### src/rtl/fifo_ctrl.sv
// rtl/fifo_ctrl.sv - pointer, occupancy and flag controller for a 16x5 dual-address RAM
// Read data is captured one edge after an accepted pop and qualified by a one-cycle valid strobe.
module fifo_ctrl #(
  parameter int DATA_WIDTH = 5,
  parameter int ADDR_WIDTH = 4,
  parameter int DEPTH      = 16,
  parameter int AF_THRESH  = 12,
  parameter int AE_THRESH  = 2
) (
  input  logic                  clk,
  input  logic                  rst,
  input  logic                  push,
  input  logic                  pop,
  input  logic [DATA_WIDTH-1:0] data_in,
  input  logic [DATA_WIDTH-1:0] mem_read_data,
  output logic                  mem_write_rq,
  output logic                  mem_read_rq,
  output logic [ADDR_WIDTH-1:0] mem_w_address,
  output logic [ADDR_WIDTH-1:0] mem_r_address,
  output logic [DATA_WIDTH-1:0] mem_write_data,
  output logic [DATA_WIDTH-1:0] data_out,
  output logic                  valid_out,
  output logic [ADDR_WIDTH:0]   fill_count,
  output logic                  full,
  output logic                  empty,
  output logic                  almost_full,
  output logic                  almost_empty,
  output logic                  overflow_err,
  output logic                  underflow_err
);

  localparam logic [ADDR_WIDTH:0] L_DEPTH = (ADDR_WIDTH+1)'(DEPTH);
  localparam logic [ADDR_WIDTH:0] L_AF    = (ADDR_WIDTH+1)'(AF_THRESH);
  localparam logic [ADDR_WIDTH:0] L_AE    = (ADDR_WIDTH+1)'(AE_THRESH);

  logic [ADDR_WIDTH-1:0] r_wr_ptr;
  logic [ADDR_WIDTH-1:0] r_rd_ptr;
  logic [ADDR_WIDTH:0]   r_fill_count;
  logic [DATA_WIDTH-1:0] r_data_out;
  logic                  r_valid_out;
  logic                  r_overflow_err;
  logic                  r_underflow_err;

  logic w_full;
  logic w_empty;
  logic w_pop_ok;
  logic w_push_ok;

  assign w_full    = (r_fill_count == L_DEPTH);
  assign w_empty   = (r_fill_count == '0);
  assign w_pop_ok  = pop & ~w_empty;
  // A push at full is only safe when the same cycle frees the slot it overwrites.
  assign w_push_ok = push & (~w_full | w_pop_ok);

  assign mem_write_rq   = w_push_ok & ~rst;
  assign mem_read_rq    = w_pop_ok & ~rst;
  assign mem_w_address  = r_wr_ptr;
  assign mem_r_address  = r_rd_ptr;
  assign mem_write_data = data_in;

  assign data_out      = r_data_out;
  assign valid_out     = r_valid_out;
  assign fill_count    = r_fill_count;
  assign full          = w_full;
  assign empty         = w_empty;
  assign almost_full   = (r_fill_count >= L_AF);
  assign almost_empty  = (r_fill_count <= L_AE);
  assign overflow_err  = r_overflow_err;
  assign underflow_err = r_underflow_err;

  always_ff @(posedge clk) begin
    if (rst) begin
      r_wr_ptr        <= '0;
      r_rd_ptr        <= '0;
      r_fill_count    <= '0;
      r_data_out      <= '0;
      r_valid_out     <= 1'b0;
      r_overflow_err  <= 1'b0;
      r_underflow_err <= 1'b0;
    end else begin
      if (w_push_ok) r_wr_ptr <= r_wr_ptr + ADDR_WIDTH'(1);
      if (w_pop_ok)  r_rd_ptr <= r_rd_ptr + ADDR_WIDTH'(1);
      case ({w_push_ok, w_pop_ok})
        2'b10:   r_fill_count <= r_fill_count + (ADDR_WIDTH+1)'(1);
        2'b01:   r_fill_count <= r_fill_count - (ADDR_WIDTH+1)'(1);
        default: r_fill_count <= r_fill_count;
      endcase
      r_valid_out <= w_pop_ok;
      if (w_pop_ok) r_data_out <= mem_read_data;
      if (push & ~w_push_ok) r_overflow_err  <= 1'b1;
      if (pop & w_empty)     r_underflow_err <= 1'b1;
    end
  end

endmodule

### config.mk
export PLATFORM = sky130hd
export DESIGN_NAME = fifo_ctrl
export DESIGN_NICKNAME = d
export VERILOG_FILES = /design/src/rtl/fifo_ctrl.sv
export SDC_FILE = /design/constraint.sdc
export NUM_CORES = 1
export LEC_CHECK = 0
export ABC_AREA = 1
export BUFFER_PORTS_ARGS = -buffer_cell sky130_fd_sc_hd__buf_2
export CORE_MARGIN = 1
export CORE_UTILIZATION = 46
export CTS_CLUSTER_SIZE = 25
export DETAILED_ROUTE_END_ITERATION = 6
export HOLD_SLACK_MARGIN = 0.05
export PLACE_DENSITY = 0.77
export SLEW_MARGIN = 20
export SYNTH_ARGS = -nofsm -noshare
export SYNTH_HDL_FRONTEND = slang
export SYNTH_SLANG_ARGS = --single-unit
### constraint.sdc
create_clock -name clk -period 2.55 [get_ports clk]
set_clock_uncertainty 0.2 [all_clocks]
set_input_delay 0.255 -clock clk [delete_from_list [all_inputs] [get_ports clk]]
set_output_delay 0.255 -clock clk [all_outputs]
set_load 0.02 [all_outputs]
Yosys cells after proc, flatten, opt, wreduce, memory -nomap -nowiden
Cells that the tools add are included.
Widths: inputs -> output; s select.
{"block": "totals", "ff_bits": 21, "latchBits": 0, "mem_bits_rw": 0, "mem_bits_ro": 0, "input_bits": 14, "out_inout_bits": 32, "wordCells": 30, "memories": 0}
{"block": "op_classes", "n_addsub": 4, "n_mul": 0, "div_mod_pow": 0, "magnitude_cmp": 2, "n_eq_ne": 3, "shifts": 0, "mux": 1, "bitwise": 11, "n_reduce_logical": 2}
{"cell": "$pmux 5 s2", "count": 1}
{"cell": "$add 4x1->4 const B", "count": 2}
{"cell": "$and 1x1->1", "count": 6}
{"cell": "$add 5x1->5 const B", "count": 1}
{"cell": "$eq 5x5->1 const B", "count": 1}
{"cell": "$ge 5x4->1 const B", "count": 1}
{"cell": "$le 5x2->1 const B", "count": 1}
{"cell": "$logic_not 5->1", "count": 1}
{"cell": "$sub 5x1->5 const B", "count": 1}
{"cell": "$not 1->1", "count": 4}
{"cell": "$eq 2x1->1 const B", "count": 1}
{"cell": "$eq 2x2->1 const B", "count": 1}
{"cell": "$reduce_bool 2->1", "count": 1}
{"cell": "$or 1x1->1", "count": 1}

Logic depth before layout (Yosys ltp)
{"block": "logic_depth", "ltp_word": 7, "mapped_depth": 14, "ltp_nobuf": 13}

Worst setup path after synthesis
Ideal clock, no wire load.
{"block": "synth_path", "path_kind": "reg-to-reg", "from": "register r_fill_count[0], in the netlist fill_count[0]", "to": "register r_fill_count[4], in the netlist fill_count[4]", "setup_ns": 0.070, "arrival_ns": 2.042, "required_ns": 2.280, "slack_ns": 0.239, "stages_incl_launch_ff": 14, "n_path_buf": 1, "period_less_slack_ns": 2.311, "path_cell_list": "dfxtp_1 -> nor2_4 -> nand3_2 -> nand2_2 -> inv_2 -> buf_6 -> ha_1 -> ha_1 -> or2_2 -> nand2_1 -> nand2_1 -> nand2_1 -> nand2_1 -> a21oi_1"}
{"block": "synth_between", "elab_chain_len": 7, "elab_cells_between_ends": 13, "cone_classes": "add/sub: 2; eq/ne: 3; mux: 1; bitwise: 5; reduce/logical: 2"}
{"item": "start: declaration", "line_no": "38", "rtl": "logic [ADDR_WIDTH:0] r_fill_count;"}
{"item": "start signal: assignment", "line_no": "84", "rtl": "2'b10: r_fill_count <= r_fill_count + (ADDR_WIDTH+1)'(1);"}
{"item": "start signal: assignment", "line_no": "85", "rtl": "2'b01: r_fill_count <= r_fill_count - (ADDR_WIDTH+1)'(1);"}
{"item": "start signal: assignment", "line_no": "86", "rtl": "default: r_fill_count <= r_fill_count;"}
{"item": "$logic_not 5->1 *", "line_no": "50", "rtl": "assign w_empty = (r_fill_count == '0);"}
{"item": "$not 1->1 *", "line_no": "51", "rtl": "assign w_pop_ok = pop & ~w_empty;"}
{"item": "$and 1x1->1 *", "line_no": "51"}
{"item": "named net w_pop_ok", "line_no": "46", "rtl": "logic w_pop_ok;"}
{"item": "$or 1x1->1", "line_no": "53", "rtl": "assign w_push_ok = push & (~w_full | w_pop_ok);"}
{"item": "$and 1x1->1", "line_no": "53"}
{"item": "$eq 2x1->1 / $eq 2x2->1 (equally long branches)", "line_no": "83", "rtl": "case ({w_push_ok, w_pop_ok})"}
{"item": "$pmux 5 s2 / $reduce_bool 2->1 (equally long branches)"}
The timed path passes the listed nets; every way through them passes the cells marked *.
A chain may end at the register's enable or synchronous reset.

Final worst setup path
{"block": "layout_path", "from": "input port pop", "to": "register r_fill_count[4], in the netlist fill_count[4]"}
{"block": "layout_between", "elab_chain_len": 5, "elab_cells_between_ends": 7, "cone_classes": "eq/ne: 2; mux: 1; bitwise: 3; reduce/logical: 1"}
{"item": "start: declaration", "line_no": "13", "rtl": "input logic pop,"}
{"item": "$and 1x1->1 *", "line_no": "51"}
{"item": "$or 1x1->1", "line_no": "53"}
{"item": "$and 1x1->1", "line_no": "53"}
{"item": "$eq 2x1->1 / $eq 2x2->1 (equally long branches)", "line_no": "83"}
{"item": "$pmux 5 s2 / $reduce_bool 2->1 (equally long branches)"}
Mark *: on every way between the ends. The rest lies on a longest branch, timed or not.

==> run metrics <==
status=complete, no violations; Die ar.=roughly 2600 sq um; fraction of the mapped netlist area in compound gates=0.1153; syn_area_per_cell=7.456 sq um; Arr. time, crit path=2410 ps; Max Slew Vio Count=0; Syn Nets=168; Die H=50.82 um; HP Start=push; post-synthesis sequential area ratio=0.3836; clk slew on worst S/H paths=100 ps; drt total wl=2.402 mm; cells after synthesis=147; Cell Rows=17; layout cells sized above 1=0.2634; Critical Path Start=pop; DR vias/cell=between 4 and 5; XOR/XNOR share of the synthesized area=0.03196; Seq cells post-synth=21; fin cells=roughly 210; critical path fanouts, max=6; Synth Area in Adders=0.08676; Synth Area in Simple Gates=0.2797; Critical Path End Type=flop; Nets=208; Netlist cell types=22; most numerous cell in the Yosys netlist=nand2_1; r2r worst-path depth=11; worst-case clock buffer depth=2; WL/cell=11.22 um; Critical Path RT=2590 ps; core box area=between 2000 and 2500 sq um; Max Fclk=421.3 MHz; Final setup violation count=0; clock insertion delay at the later pin of the skew report=300 ps; post-synth top area share=0.3836; Crit Reg-Reg Endpoint=fill_count[4]$_SDFFE_PP0P_; CTS H-tree depth=1; RSZ-0062 raised after global routing=no; cell taking the most area after synthesis=dfxtp_1; Yosys warning total=0; Hold EP=mem_w_address[2]$_SDFFE_PP0P_; CTS tree=built; worst slew pin tran=317.3 ps; Antenna Violating Nets Remaining=0; Setup WS post-layout=176.3 ps; number of I/O port buffers=35; Die X-Extent=50.82 um; Commonest cells post-synth=nand2_1 (26), nor2_1 (25), dfxtp_1 (21); CTS Buf Count=3; Initial Utilization=0.4908; pwr/cell area=1113 nW/um^2; Critical R2R Launch=fill_count[0]$_SDFFE_PP0P_; First DRT Iteration DRCs=27; Setup CP Type=in -> reg; largest net degree at the start of global routing=15; I/O pin cnt=between 40 and 50; Area Overhead vs Synth=24.09%; Final Cycle Share=0.9309; Root Buffer=clkbuf_4; total negative slack=0 ps; maxcap violations=0; vias after detailed routing=1055; Hold Crit Depth=3; asr flop ratio synth=0; global-route wire length before repair=3.857 mm; fraction of synthesized area in multiplexers=0; Hold Path Class=in -> reg; vias in the first global route=908; fin crit period=roughly 2400 ps; initial antenna violation count=0; grt total ovfl=0; post-layout util=0.6090; hpwl dp=approximately 1.8 mm; first-pass iteration count of the detailed router=4; FF-to-FF setup slack=310 ps; Leak=0.7278 nW; placed cells=204; main combinational cell family by area after synthesis=simple AND/OR/NAND/NOR gates; Netlist Area Pre-Place=1096 sq um; GRT Overall Usage=0.2016; Worst slew margin=0.7882; diode count=0; CTS sink cnt=21; pre-CTS setup slack=214.0 ps; VDD IR max=~0.62 mV; RD Place Congestion=0.9197; Worst Setup Start Kind=input pin; Post-synth EDFFs=0; Final Hold Fails=0; Synth area leaders=dfxtp_1 (38%), nand2_1 (8.9%), nor2_1 (8.6%); Main synth FF type=dfxtp_1; DR DRC count=0
[stage by stage]
| step | hold slack (ps) | power, mW | cell area [sq um] |
|---|---|---|---|
| after floorplan | 124.1 | 1.123 | 1096 |
| after global placement | 248.4 | 1.314 | 1261 |
| after detailed placement | 265.8 | 1.343 | 1261 |
| after CTS | 84.36 | 1.508 | 1348 |
| after global routing | 85.18 | 1.655 | 1360 |
| final | 90.63 | 1.514 | 1360 |
[report_power, final]
| part | switching (mW) | internal (mW) | total, mW |
|---|---|---|---|
| registers | 0.106 | 0.417 | 0.524 |
| clock network | 0.0983 | 0.0610 | 0.159 |
| logic | 0.518 | 0.313 | 0.831 |
| total | 0.722 | 0.791 | 1.51 |
[state kept, by name, summed over array words and instances (netlist names)]
signal and cells:
data_out 5, fill_count 5, mem_r_address 4, mem_w_address 4, overflow_err 1, underflow_err 1
valid_out 1
[worst max-delay path, stage by stage]
cell and delay, ps:
dlygate4sd3_1 530, buf_2 140, inv_1 90, nand4_2 190, nand2_2 190, ha_4 180, ha_1 240, or2_2 290
nand2_1 70, nand2_1 40, nand2_1 50, nand2_1 40, a21oi_1 100
[kinds of logic (layout without fill, tap and decap cells)]
kind of cell    after synthesis  in the layout
fa+ha+maj                     7              7
buf+inv                      22             61
xor+xnor                      4              4
simple gates                 68             68
flops                        21             21
compound gates               25             25
[per-layer routing]
layer / global-route usage / wire length (um) / share of wire / vias up
li1: - / - / - / 550
met1: 0.2305 / 1065 / 0.44 / 479
met3: 0.03274 / 92 / 0.038 / 4
met2: 0.3556 / 1196 / 0.50 / 22
met4: 0.1111 / 47 / 0.020 / 0
met5: 0 / 0 / 0 / -
[cell type report]
| class | count | area [sq um] |
|---|---|---|
| Inverter | 14 | 52.55 |
| Timing Repair Buffer | 43 | 250.2 |
| Clock buffer | 4 | 26.28 |
| Multi-Input combinational cell | 104 | 575.6 |
| Sequential cell | 21 | 420.4 |
| Tap cell | 28 | 35.03 |
| Fill cell | 209 | 873.3 |
[cells in the final DEF (no fill, tap or decap), types with 2 or more instances in the layout]
master,netlist,layout
a21oi_1,13,13
nor2_4,2,2
xor2_1,3,3
dlygate4sd3_1,0,6
buf_2,0,35
dfxtp_1,21,21
nand3_1,9,9
clkbuf_4,0,3
ha_1,6,5
nand2_1,26,26
buf_4,6,2
o21ai_0,11,11
nand2_2,2,2
inv_1,13,13
nor2_1,25,25
[what timing repair did]
action                     in CTS  in global routing
setup endpoints to repair       0                  2
hold endpoints to repair        6                  0
gates resized for setup         0                  2
buffers inserted                0                  0
hold buffers                    6                  0
[worst max-delay path by stage]
stage,cells after the start,endpoint,slack [ps]
floorplan,13,fill_count[4]$_SDFFE_PP0P_,240
global placement,11,fill_count[4]$_SDFFE_PP0P_,300
detailed placement,11,fill_count[4]$_SDFFE_PP0P_,210
CTS,13,fill_count[4]$_SDFFE_PP0P_,50
global route,13,fill_count[4]$_SDFFE_PP0P_,50
finish,13,fill_count[4]$_SDFFE_PP0P_,180
Power figures use the tool's default switching activity.
